## src/rtl/mc16_prog_loader.sv

```systemverilog
// mc16_prog_loader
//   Byte-wide program loader for the microcore16 core. Receives a framed
//   image (LEN, LEN x {HI, LO}, SUM) over an 8-bit strobed port, writes the
//   assembled big-endian words into instruction memory and holds the core in
//   reset until a frame completes with a matching XOR checksum.
//
// Ports
//   clk        system clock (shared with the core)
//   rst        asynchronous active-high reset
//   load_mode  asynchronous request to enter load mode
//   byte_in    data byte, stable while byte_strb is high
//   byte_strb  asynchronous byte strobe; rising edge captures byte_in
//   mem_we     one-cycle instruction-memory write pulse
//   mem_addr   write address (ADDR_W bits)
//   mem_wdata  write data {hi, lo}
//   core_hold  holds the core in reset while high
//   busy       frame in progress
//   done       sticky: last frame loaded with good checksum
//   err        sticky: last frame aborted or failed its checksum
//   byte_ack   toggles once per accepted byte
module mc16_prog_loader #(
  parameter int ADDR_W      = 8,
  parameter int SYNC_STAGES = 2
) (
  input  logic              clk,
  input  logic              rst,
  input  logic              load_mode,
  input  logic [7:0]        byte_in,
  input  logic              byte_strb,
  output logic              mem_we,
  output logic [ADDR_W-1:0] mem_addr,
  output logic [15:0]       mem_wdata,
  output logic              core_hold,
  output logic              busy,
  output logic              done,
  output logic              err,
  output logic              byte_ack
);

  typedef enum logic [2:0] {
    S_IDLE, S_GET_LEN, S_GET_HI, S_GET_LO, S_WRITE, S_GET_SUM, S_DONE, S_ERR
  } state_t;

  state_t                 state_q, state_d;
  logic [SYNC_STAGES-1:0] lm_sync_q, lm_sync_d;
  logic [SYNC_STAGES-1:0] strb_sync_q, strb_sync_d;
  logic                   lm_prev_q, lm_prev_d;
  logic                   strb_prev_q, strb_prev_d;
  logic [8:0]             count_q, count_d;
  logic [7:0]             hi_q, hi_d;
  logic [7:0]             xor_q, xor_d;
  logic                   mem_we_q, mem_we_d;
  logic [ADDR_W-1:0]      mem_addr_q, mem_addr_d;
  logic [15:0]            mem_wdata_q, mem_wdata_d;
  logic                   core_hold_q, core_hold_d;
  logic                   busy_q, busy_d;
  logic                   done_q, done_d;
  logic                   err_q, err_d;
  logic                   byte_ack_q, byte_ack_d;

  logic lm_s, strb_s, lm_rise, strb_rise;

  // LEN byte of 0 encodes 256 words; the image must fit the address space.
  function automatic logic len_ok(input logic [7:0] b);
    logic [31:0] words;
    words = (b == 8'd0) ? 32'd256 : {24'd0, b};
    return words <= (32'd1 << ADDR_W);
  endfunction

  assign lm_s      = lm_sync_q[SYNC_STAGES-1];
  assign strb_s    = strb_sync_q[SYNC_STAGES-1];
  assign lm_rise   = lm_s & ~lm_prev_q;
  assign strb_rise = strb_s & ~strb_prev_q;

  always_comb begin
    lm_sync_d   = {lm_sync_q[SYNC_STAGES-2:0], load_mode};
    strb_sync_d = {strb_sync_q[SYNC_STAGES-2:0], byte_strb};
    lm_prev_d   = lm_s;
    strb_prev_d = strb_s;
    state_d     = state_q;
    count_d     = count_q;
    hi_d        = hi_q;
    xor_d       = xor_q;
    mem_we_d    = 1'b0;
    mem_addr_d  = mem_addr_q;
    mem_wdata_d = mem_wdata_q;
    done_d      = done_q;
    err_d       = err_q;
    byte_ack_d  = byte_ack_q;

    case (state_q)
      S_IDLE: begin
        if (lm_rise) begin
          done_d     = 1'b0;
          err_d      = 1'b0;
          count_d    = '0;
          mem_addr_d = '0;
          xor_d      = '0;
          state_d    = S_GET_LEN;
        end
      end
      // In every GET_* state a falling load_mode beats a same-cycle strobe.
      S_GET_LEN: begin
        if (!lm_s) begin
          state_d = S_ERR;
          err_d   = 1'b1;
        end else if (strb_rise) begin
          byte_ack_d = ~byte_ack_q;
          if (len_ok(byte_in)) begin
            count_d = (byte_in == 8'd0) ? 9'd256 : {1'b0, byte_in};
            state_d = S_GET_HI;
          end else begin
            state_d = S_ERR;
            err_d   = 1'b1;
          end
        end
      end
      S_GET_HI: begin
        if (!lm_s) begin
          state_d = S_ERR;
          err_d   = 1'b1;
        end else if (strb_rise) begin
          byte_ack_d = ~byte_ack_q;
          hi_d       = byte_in;
          xor_d      = xor_q ^ byte_in;
          state_d    = S_GET_LO;
        end
      end
      S_GET_LO: begin
        if (!lm_s) begin
          state_d = S_ERR;
          err_d   = 1'b1;
        end else if (strb_rise) begin
          byte_ack_d  = ~byte_ack_q;
          xor_d       = xor_q ^ byte_in;
          mem_wdata_d = {hi_q, byte_in};
          mem_we_d    = 1'b1;
          state_d     = S_WRITE;
        end
      end
      // mem_we is high for exactly this state; the write itself cannot be
      // cancelled, but an abort still routes to ERR.
      S_WRITE: begin
        mem_addr_d = mem_addr_q + ADDR_W'(1);
        count_d    = count_q - 9'd1;
        if (!lm_s) begin
          state_d = S_ERR;
          err_d   = 1'b1;
        end else if (count_q == 9'd1) begin
          state_d = S_GET_SUM;
        end else begin
          state_d = S_GET_HI;
        end
      end
      S_GET_SUM: begin
        if (!lm_s) begin
          state_d = S_ERR;
          err_d   = 1'b1;
        end else if (strb_rise) begin
          byte_ack_d = ~byte_ack_q;
          if (byte_in == xor_q) begin
            state_d = S_DONE;
            done_d  = 1'b1;
          end else begin
            state_d = S_ERR;
            err_d   = 1'b1;
          end
        end
      end
      S_DONE, S_ERR: begin
        if (!lm_s) state_d = S_IDLE;
      end
      default: state_d = S_IDLE;
    endcase

    core_hold_d = lm_s | (state_d != S_IDLE);
    busy_d      = !(state_d inside {S_IDLE, S_DONE, S_ERR});
  end

  always_ff @(posedge clk or posedge rst) begin
    if (rst) begin
      state_q     <= S_IDLE;
      lm_sync_q   <= '0;
      strb_sync_q <= '0;
      lm_prev_q   <= 1'b0;
      strb_prev_q <= 1'b0;
      count_q     <= '0;
      hi_q        <= '0;
      xor_q       <= '0;
      mem_we_q    <= 1'b0;
      mem_addr_q  <= '0;
      mem_wdata_q <= '0;
      core_hold_q <= 1'b0;
      busy_q      <= 1'b0;
      done_q      <= 1'b0;
      err_q       <= 1'b0;
      byte_ack_q  <= 1'b0;
    end else begin
      state_q     <= state_d;
      lm_sync_q   <= lm_sync_d;
      strb_sync_q <= strb_sync_d;
      lm_prev_q   <= lm_prev_d;
      strb_prev_q <= strb_prev_d;
      count_q     <= count_d;
      hi_q        <= hi_d;
      xor_q       <= xor_d;
      mem_we_q    <= mem_we_d;
      mem_addr_q  <= mem_addr_d;
      mem_wdata_q <= mem_wdata_d;
      core_hold_q <= core_hold_d;
      busy_q      <= busy_d;
      done_q      <= done_d;
      err_q       <= err_d;
      byte_ack_q  <= byte_ack_d;
    end
  end

  assign mem_we    = mem_we_q;
  assign mem_addr  = mem_addr_q;
  assign mem_wdata = mem_wdata_q;
  assign core_hold = core_hold_q;
  assign busy      = busy_q;
  assign done      = done_q;
  assign err       = err_q;
  assign byte_ack  = byte_ack_q;

endmodule

```

## config.mk

```make
export PLATFORM = sky130hd
export DESIGN_NAME = mc16_prog_loader
export DESIGN_NICKNAME = d
export VERILOG_FILES = /design/src/rtl/mc16_prog_loader.sv
export SDC_FILE = /design/constraint.sdc
export NUM_CORES = 1
export LEC_CHECK = 0
export ABC_AREA = 1
export CORE_MARGIN = 10
export CORE_UTILIZATION = 30
export DETAILED_ROUTE_END_ITERATION = 10
export PLACE_DENSITY_LB_ADDON = 0.05
export SYNTH_ARGS = -nofsm -noshare
export SYNTH_HDL_FRONTEND = slang
export SYNTH_SLANG_ARGS = --single-unit
```

## constraint.sdc

```tcl
create_clock -name clk -period 2.05 [get_ports clk]
set_clock_uncertainty 0.1 [all_clocks]
set_input_delay 0.205 -clock clk [delete_from_list [all_inputs] [get_ports clk]]
set_output_delay 0.205 -clock clk [all_outputs]
set_load 0.02 [all_outputs]
```

## Word-level counts from Yosys, hierarchy flattened

Cells that the tools add are included.

- Add/sub/neg operators: 2
- $lt $le $gt $ge: 1
- Equal/unequal tests: 25
- Multiplexer cells: 43
- Bitwise logic cells: 7
- Reductions and logical operators: 23

Operators by type and width:

| operator | count |
|---|---|
| 9-bit two-way mux | 6 |
| 3-bit two-way mux | 13 |
| 8-bit case mux with 2 select lines | 2 |
| 9-bit case mux with 3 select lines | 1 |
| 8-bit two-way mux | 3 |
| 3-bit case mux with 7 select lines | 1 |
| 3-bit equality test, second input constant | 6 |
| 2-bit inequality test, second input constant | 8 |
| 1-bit two-way mux | 15 |
| 3-bit inequality test, second input constant | 4 |
| 5-bit AND reduction | 2 |
| 9-bit by 1-bit equality test with 1-bit output, second input constant | 1 |
| 9-bit less-or-equal comparator, second input constant | 1 |
| 3-bit AND reduction | 3 |
| 3-bit nonzero test | 3 |
| 9-bit by 1-bit subtractor with 9-bit output, second input constant | 1 |
| 8-bit by 1-bit adder with 8-bit output, second input constant | 1 |
| 8-bit equality test | 1 |
| 8-bit logical NOT | 1 |
| 8-bit XOR | 1 |
| 7-bit AND reduction | 1 |
| 3-bit by 2-bit equality test with 1-bit output, second input constant | 2 |
| 3-bit logical NOT | 2 |
| 2-bit nonzero test | 3 |
| other kinds (14) | 19 |

- Bits in registers: 64
- Bits of input ports: 12
- Output and inout bits: 30
- Word-level logic and storage cells: 117

## Longest topological paths before layout

- Depth in word-level cells: 10
- Gate-level depth with buffers: 12
- Depth with buffers taken out: 12

## Worst setup path after synthesis

OpenSTA, ideal clock, no wires.

- Path type: flip-flop to flip-flop
- Start: register state_q[1]
- End: register mem_addr_q[6], in the netlist mem_addr[6]
- Data arrival time: 1.239 ns
- Required time: 1.816 ns
- Slack: 0.576 ns
- Cell stages (with the launch flop): 7
- Period minus slack after synthesis: 1.474 ns
- Path through: dfrtp_1 nor2_1 nand2_1 inv_1 buf_2 nand3_1 mux2i_1

- Longest elaborated chain between the ends: 3

Ends and longest elaborated chain:

| item | line | source |
|---|---|---|
| from (decl) | 44 | `state_t state_q, state_d;` |
| from (signal assigned) | 199 | `state_q <= state_d;` |
| 3-bit equality test or 3-bit logical NOT (tied branches) | 91 | `case (state_q)` |
| 2-bit nonzero test (no line) or 2-bit inequality test (tied branches) | - |  |
| 2-bit AND reduction (no line) | - |  |
| to (signal assigned) | 208 | `mem_addr_q <= mem_addr_d;` |
| to (decl) | 53 | `logic [ADDR_W-1:0] mem_addr_q, mem_addr_d;` |

Parallel ways exist; a longest one is shown, timed or not.
A chain may end at the register's enable or synchronous reset.

## Worst setup path after layout

- Start: register state_q[0]
- End: register count_q[8]

- Longest elaborated chain between the ends: 3

Ends and longest elaborated chain:

| item | line | source |
|---|---|---|
| 3-bit by 1-bit equality test with 1-bit output, or another cell as far along | 91 |  |
| 2-bit inequality test (no line) or 3-bit nonzero test (tied branches) | - |  |
| 5-bit AND reduction (no line) | - |  |
| to (signal assigned) | 204 | `count_q <= count_d;` |
| to (decl) | 49 | `logic [8:0] count_q, count_d;` |

Parallel ways exist; a longest one is shown, timed or not.

==> metrics.cfg <==
[synthesis]
yosys.area.top_type_share_pct=52.6
synth.distinct_cells=30
synth_commonest_cells=nand2_1, dfrtp_1, inv_1
synth-xor-area-share_pct=0.288
ys_warn_count=0
synth-compound-area-share_pct=11.3
synthFlopType=dfrtp_1
async_reset_ff_share_pct=100
synth_edf_count=0
syn_nets=393
yosys_register_bits=64
yosysMostFrequentCell=nand2_1
synthMuxAreaShare_pct=0.658
syn-cell-area_mm2=0.00304
synth_top_cell_by_area=dfrtp_1
yosys.area_share.simple_pct=26.6
synthCells=378
synth_adder_area_share_pct=1.23
synth_area_per_cell_um2=8.05
ys_seq_area_share_pct=52.6
ys_top_cells_by_area=dfrtp_1, nand2_1, o21ai_0
synth_top_family_by_area=simple AND/OR/NAND/NOR gates

[floorplan]
die_x_um=121
die_h_um=121
die_area_mm2=0.0146
pin_count=42
rows=36
start_util_pct=31.0
core_area_mm2=0.00982

[grt]
grt_max_degree=65
grt_pass1_vias=2571
track_usage_pct=11.1
antenna_found_initial=0
grt_first_pass_wirelength_um=12900
grt_overflow=0

[critical_path]
path_class=flop to flop
critPathRequiredTime_ns=2.18
crit_buf_inv=3
critPathLaunch=state_q[0]$_DFF_PP0_
crit_top_cell=nor2_1
cp_cell_sequence=inv_1 -> nor2_4 -> nand2_2 -> nor2_1 -> nor2_1 -> nand2_4 -> inv_2 -> buf_4 -> nand2_1 -> o21ai_2
cp_top_family=simple AND/OR/NAND/NOR gates
cp-end-kind=flop
cp_slowest_cell=dfrtp_1
crit_path_max_fanout=10
crit_path_start_kind=flop
critPathArrivalTime_ns=1.89
r2r-start=state_q[0]$_DFF_PP0_
slowest_delay_ns=0.46

[final_layout]
area_growth_pct=26.9
layout-drive-gt1-share_pct=10.0
postLayoutCoreUtil_pct=39.3
layout.nets=450
antenna_cells=0

[cts]
numCtsBuffers=9
post_cts_buffers=0
cts_max_path_buffers=2
clock_latency_ns=0.34
cts-root-buf=clkbuf_8
cts_resized=0
htree_levels=3
postCtsHoldBufs=0
cts_tree=done
clock_sinks=64
cts.clk_slew.worst_paths_ns=0.08

[placed_design]
dp_hpwl_um=5560
io_buffer_count=41
gp_congestion=0.796

[timing]
fmax_ghz=0.570
rsz0062_at_grt=no
fin_crit_sh_pct=85.6
hold_viol=0
maxSlewHeadroom_pct=75.5
tightest_slew_ns=0.364
setup_tns_ns=0
period_minus_slack_ns=1.75
slew_viol_final=0
setup_violations=0

[drt]
vias_per_cell=4.51
drt-initial-drc-count=91
post_drt_wl_per_cell_um=13.3
ant_nets=0
routed_wl_um=7640
firstDrtPassIters=4
drc=0
dr_total_vias=2582

[power_and_ir_drop]
power_density_mw_per_mm2=1470
ir_drop_uv=528
power.leakage_nw=1.87

[job]
drv_cap=0

[worst_hold_path]
hp-class=input port to asynchronous set/reset pin

[run_status]
status=finished, final reports clean

==> cell type report <==
class | count | area (µm²)
Clock buffer | 11 | 141
Clock inverter | 5 | 32.5
Fill cell | 1062 | 5960
Inverter | 46 | 173
Multi-Input combinational cell | 261 | 1220
Sequential cell | 64 | 1600
Tap cell | 133 | 166
Timing Repair Buffer | 53 | 526
==> cell usage in the layout (no fill, tap or decap), drive strengths merged <==
cell / netlist / layout
a21oi: 12 / 12
a22oi: 1 / 1
a32oi: 1 / 1
buf: 7 / 12
clkbuf: 0 / 11
clkdlybuf4s50: 0 / 41
clkinv: 1 / 3
clkinvlp: 0 / 3
dfrtp: 64 / 64
ha: 3 / 3
inv: 45 / 45
mux2i: 2 / 2
nand2: 133 / 133
nand3: 17 / 17
nand4: 9 / 9
nor2: 31 / 31
nor3: 1 / 1
nor4: 2 / 2
o21ai: 37 / 37
o22ai: 7 / 7
o2bb2ai: 1 / 1
o31ai: 1 / 1
o32ai: 1 / 1
or2: 1 / 1
xor2: 1 / 1
==> routing by layer <==
layer / share of wire [%] / wire, µm / GRT usage, %
met1: 49 / 3740 / 14.5
met2: 46 / 3490 / 16.7
met3: 3.8 / 288 / 2.84
met4: 1.7 / 131 / 5.20
met5: 0 / 0 / 0
==> registers in the layout (all words and copies together), names as in the netlist, 2 cells and up <==
register     cells
hi_q             8
count_q          9
mem_addr         8
strb_sync_q      2
state_q          3
xor_q            8
mem_wdata       16
lm_sync_q        2
==> tightest hold or removal path, cell delays in order <==
cell and delay [ns]:
clkdlybuf4s50_1 0.42, inv_2 0.07, buf_12 0.30
==> through the flow <==
step / power [mW] / worst slack [ns] / cells / instance area, µm² / hold slack [ns]
6_report: 5.67 / 0.295 / 573 / 3860 / 0.147
3_5_place_dp: 4.75 / 0.144 / 557 / 3690 / 0.243
4_1_cts: 5.78 / 0.288 / 573 / 3860 / 0.159
3_3_place_gp: 4.75 / 0.147 / 557 / 3690 / 0.240
5_1_grt: 6.21 / 0.0700 / 573 / 3860 / 0.177
2_1_floorplan: 3.75 / 0.147 / 378 / 3040 / 0.136
==> report_power, final <==
group	internal [mW]	switching (mW)
sequential	1.75	0.317
clock	0.468	0.518
combinational	1.06	1.56
total	3.28	2.39
==> final timing paths <==
path	to	slack (ns)	cells after the start
worst max register to register	count_q[8]$_DFFE_PP0P_	0.30	10
max in group asynchronous	xor_q[5]$_DFFE_PP0P_	1.41	3
worst min register to register	strb_sync_q[1]$_DFF_PP0_	0.25	0
worst min-delay path	mem_wdata[9]$_DFFE_PP0P_	0.15	3
min in group clk	lm_sync_q[0]$_DFF_PP0_	0.20	1
worst max-delay path	count_q[8]$_DFFE_PP0P_	0.30	10
==> kinds of logic after synthesis <==
kind of cell	count (synthesis)
flops	64
xor+xnor	1
buf+inv	53
fa+ha+maj	3
simple gates	194
mux	2
compound gates	61
Power figures use the tool's default switching activity.
==> RTL edit 1 (same flow settings) <==
Reset style: synchronous (`rst`), changed in one clocked block. Comments in the files are not updated.
--- a/src/rtl/mc16_prog_loader.sv
+++ b/src/rtl/mc16_prog_loader.sv
@@ -178,5 +178,5 @@
   end
 
-  always_ff @(posedge clk or posedge rst) begin
+  always_ff @(posedge clk) begin
     if (rst) begin
       state_q     <= S_IDLE;
Check against the original RTL: differs if rst is asserted again (counterexample within 4 cycles, from zero or initial values and one cycle with rst high); with rst held inactive, the same outputs for 10 cycles.
==> RTL edit 1 against the unedited design <==
  * Setup slack improved by 0.0095 ns
  * Sequential share of layout area decreased by 7.4 points
  * Synthesized area decreased by 2.5%
  * Sequential cell count unchanged
  * Cell area decreased by 2.5%
  * Routed wire length increased by 7.5%
  * Largest cell class is now multi-input gates
  * Highest routed layer unchanged
Power is not compared: it rests on default switching activity, and its combinational part moved more than twofold at a synthesized area within 25%.
==> RTL edit 1: results (changes against the unedited design) <==
Unique cell type count in the Yosys netlist - 37 (+23%)
Status - completed
Post-synthesis compound-gate area fraction - 0.211 (+0.0979)
Pre-CTS setup slack - 0.157 ns (+0.0130 ns)
Grt met2 use - 0.190 (+0.0233)
Met3 usage - 0.0416 (+0.0132)
Nets - 486 (+8.0%)
Largest net degree at the start of global routing - 49 (-25%)
Mux contribution to synthesized area - 0 (-0.00658)
Pre-antenna DRT Iters - 5 (+1)
Synth Instances - 419 (+11%)
Adder-cell share of the synthesized area - 0.0127 (+0.000322)
Via count - 2,815 (+9.0%)
Synth area leaders - dfxtp_1, nand2_1, o21ai_0, a21oi_1, inv_1
Worst-Margin Slew - 0.410 ns (+0.0457 ns)
Reg2reg end - mem_wdata[9]
Critical path's largest stage delay - 0.33 ns (-0.13 ns)
Met1 track demand over resource - 0.139 (-0.00643)
Cells after DPL - 593 (+6.5%)
Crit-path max FO - 9 (-1)
Syn Nets - 434 (+10%)
Gr usage total - 0.117 (+0.00604)
Worst-case reg-to-reg path depth - 7 (-3)
Critical-path top delay cell - dfxtp_1
Hold Crit Class - input pin to register
Fraction of layout cells with a size suffix above 1 - 0.107 (+0.00714)
Worst VDD drop - 0.308 mV
First-pass GRT wire length - 13,600 µm (+5.3%)
Register area share after synthesis - 0.432 (-0.0942)
Ys async rst share - 0 (-1.00)
WL final - 8210 µm (+7.5%)
==> RTL edit 1: power breakdown <==
| part | internal [W] | leakage, nW | switching (W) |
|---|---|---|---|
| clock network | 0.000475 | 0.0926 | 0.000528 |
| logic | 0.000470 | 0.984 | 0.000804 |
| registers | 0.00138 | 0.520 | 0.0000926 |
==> RTL edit 1: kinds of logic after synthesis <==
family          after synthesis
buf+inv                      70
flops                        64
simple gates                165
fa+ha+maj                     3
compound gates              116
xor+xnor                      1
==> RTL edit 1: layout make-up <==
cell class                 instances  area (µm²)  area share
clock inverter                     6        43.8      0.0116
sequential                        64        1280       0.340
timing repair buffer              56         536       0.142
tap                              133         166      0.0442
multi-input combinational        285        1390       0.370
inverter                          55         206      0.0548
clock buffer                      10         138      0.0366
==> RTL edit 1: per-layer routing <==
layer  wire, µm  vias to the layer above
met3        403                       13
li1           -                     1476
met1       3820                     1271
met4        142                        0
met5          0                        -
met2       3840                       55
==> RTL edit 1: metrics by stage <==
stage / utilization / hold WS (ns) / cell area [µm²]
finish: 0.389 / 0.270 / 3760
global route: 0.389 / 0.277 / 3760
CTS: 0.389 / 0.261 / 3760
detailed placement: 0.370 / 0.300 / 3580
global placement: 0.370 / 0.297 / 3580
floorplan: - / 0.212 / 2970
==> RTL edit 1: how the worst max path moves through the flow <==
stage | from | end | slack [ns] | depth (start not counted)
2_1_floorplan | lm_sync_q[1] | count_q[6] | 0.51 | 9
3_3_place_gp | byte_in[1] | core_hold | 0.22 | 11
3_5_place_dp | byte_in[1] | core_hold | 0.16 | 11
4_1_cts | state_q[1] | mem_wdata[9] | 0.29 | 7
5_1_grt | state_q[1] | mem_wdata[9] | 0.1 | 7
6_report | state_q[2] | mem_wdata[9] | 0.30 | 7
==> RTL edit 1: worst min-delay path, stage by stage <==
cell,delay (ns)
clkdlybuf4s50_1,0.39
inv_1,0.05
nor2_1,0.03
==> RTL edit 2 (same settings) <==
Without the edit above. Change the parameter `ADDR_W` from 8 to 9.
--- a/src/rtl/mc16_prog_loader.sv
+++ b/src/rtl/mc16_prog_loader.sv
@@ -20,5 +20,5 @@
 //   byte_ack   toggles once per accepted byte
 module mc16_prog_loader #(
-  parameter int ADDR_W      = 8,
+  parameter int ADDR_W      = 9,
   parameter int SYNC_STAGES = 2
 ) (
Ports: changed (resized mem_addr); port bits go from 42 to 43. The function was not compared with the original's and may differ.
==> RTL edit 2 against the unedited design <==
  * Sequential cell count increased by 1
  * Count of clock-buffer cells in the layout unchanged
  * Setup slack got worse by 0.013 ns
  * Routed wire length up 2.9%
  * Total power up 7.0%
  * Cell area is 1.9% higher
  * Die area grew 1.3%
  * Synthesized area increased by 1.6%
  * Critical endpoint is now mem_addr[2]
  * Largest cell class unchanged
==> RTL edit 2: results (changes against the unedited design) <==
Status - completed
Nets - 452 (+0.44%)
Clk slew on worst S/H paths - 0.07 ns
Largest net degree at the start of global routing - 66 (+1.5%)
Critical path's largest stage delay - 0.65 ns (+0.19 ns)
Crit-path max FO - 6 (-4)
CTS H-tree depth - 3 (unchanged)
Initial DRC Count - 153 (+68%)
Synth area leaders - dfrtp_1, nand2_1, inv_1, nor2_1, nand3_1
Hold-fix buffers, CTS - 0 (unchanged)
Post-CTS Resized - 0 (unchanged)
Leakage - 1.89 nW (+1.2%)
Top Family by Delay on Critical Path - buffers and inverters
Register area share after synthesis - 0.526 (about the same)
Switching Fraction - 0.409 (-0.0131)
Syn Nets - 397 (+1.0%)
Arrival time at the worst endpoint - 1.46 ns (-0.43 ns)
# Post-CTS Setup Buffers - 0 (unchanged)
Cell depth of the worst setup path - 1 (-9)
WL final - 7860 µm (+2.9%)
Unique cell type count in the Yosys netlist - 33 (+10%)
Vias in the first global route - 2,579 (+0.31%)
Post-detail-place hpwl - 5690 µm (+2.2%)
Worst-case reg-to-reg path depth - 6 (-4)
Critical-path top delay cell - clkdlybuf4s50_1
Slew HR - 0.621 (-0.134)
First-pass GRT wire length - 13,300 µm (+2.7%)
Via/cell ratio - 4.57 (+1.5%)
Fraction of layout cells with a size suffix above 1 - 0.0973 (-0.00271)
Buffers on Ports - 42 (+2.4%)
Pre-antenna DRT Iters - 4 (unchanged)
Pre-CTS setup slack - 0.128 ns (-0.0157 ns)
List of most frequent post-synthesis cells - nand2_1, dfrtp_1, inv_1, nor2_1, nand3_1
Final RePlAce weighted congestion - 0.850 (+6.7%)
Maximum clock path buffer count - 2 (unchanged)
Gr usage total - 0.113 (+0.00282)
Worst VDD drop - 0.504 mV (-4.6%)
## RTL edit 2: area by class of cell
type / instances / area [µm²]
Tap cell: 133 / 166
Timing Repair Buffer: 51 / 500
Clock inverter: 5 / 78.8
Inverter: 53 / 199
Fill cell: 1022 / 5970
Multi-Input combinational cell: 257 / 1220
Clock buffer: 11 / 141
Sequential cell: 65 / 1630
## RTL edit 2: worst paths after layout
| kind | slack (ns) | start | endpoint |
|---|---|---|---|
| setup / recovery | 0.28 | mem_addr[2] | mem_addr[2] |
| hold / removal | 0.15 | rst | mem_wdata[5] |
| setup reg to reg | 0.36 | state_q[2] | xor_q[0] |
| hold reg to reg | 0.25 | strb_sync_q[0] | strb_sync_q[1] |
| max in group asynchronous | 1.43 | rst | hi_q[6] |
| min in group clk | 0.19 | load_mode | lm_sync_q[0] |
## RTL edit 2: metrics by stage
step,util,area (µm²),std cells
final,0.397,3940,575
after global routing,0.397,3940,575
after CTS,0.397,3940,575
after detailed placement,0.375,3710,559
after global placement,0.375,3710,559
after floorplan,-,3090,382
## RTL edit 2: kinds of logic (layout without fill, tap and decap cells)
group           count (synthesis)  after routing  share of synthesized area
flops                          65             65                      0.526
buf+inv                        60            120                     0.0785
compound gates                 66             66                      0.121
simple gates                  186            186                      0.256
xor+xnor                        2              2                    0.00567
fa+ha+maj                       3              3                     0.0121
## RTL edit 2: power by group through the flow
stage,Combinational (W),Clock [W],Sequential (W)
after floorplan,0.00158,0,0.00237
after global placement,0.00274,0,0.00214
after detailed placement,0.00275,0,0.00213
after CTS,0.00276,0.00127,0.00211
after global routing,0.00307,0.00133,0.00218
final,0.00272,0.00124,0.00211
## RTL edit 2: worst register-to-register path, stage by stage, from the launching register on
cell and delay, ns:
dfrtp_1 0.45, inv_2 0.16, nand2_1 0.11, nor2_1 0.12, clkinv_1 0.26, nand2_2 0.27, o22ai_1 0.11
## RTL edit 2: metal layers
metal / vias up / part of all wire / GRT usage
li1: 1340 / - / -
met1: 1228 / 0.49 / 0.150
met2: 49 / 0.44 / 0.166
met3: 13 / 0.058 / 0.0405
met4: 0 / 0.016 / 0.0447
met5: - / 0 / 0
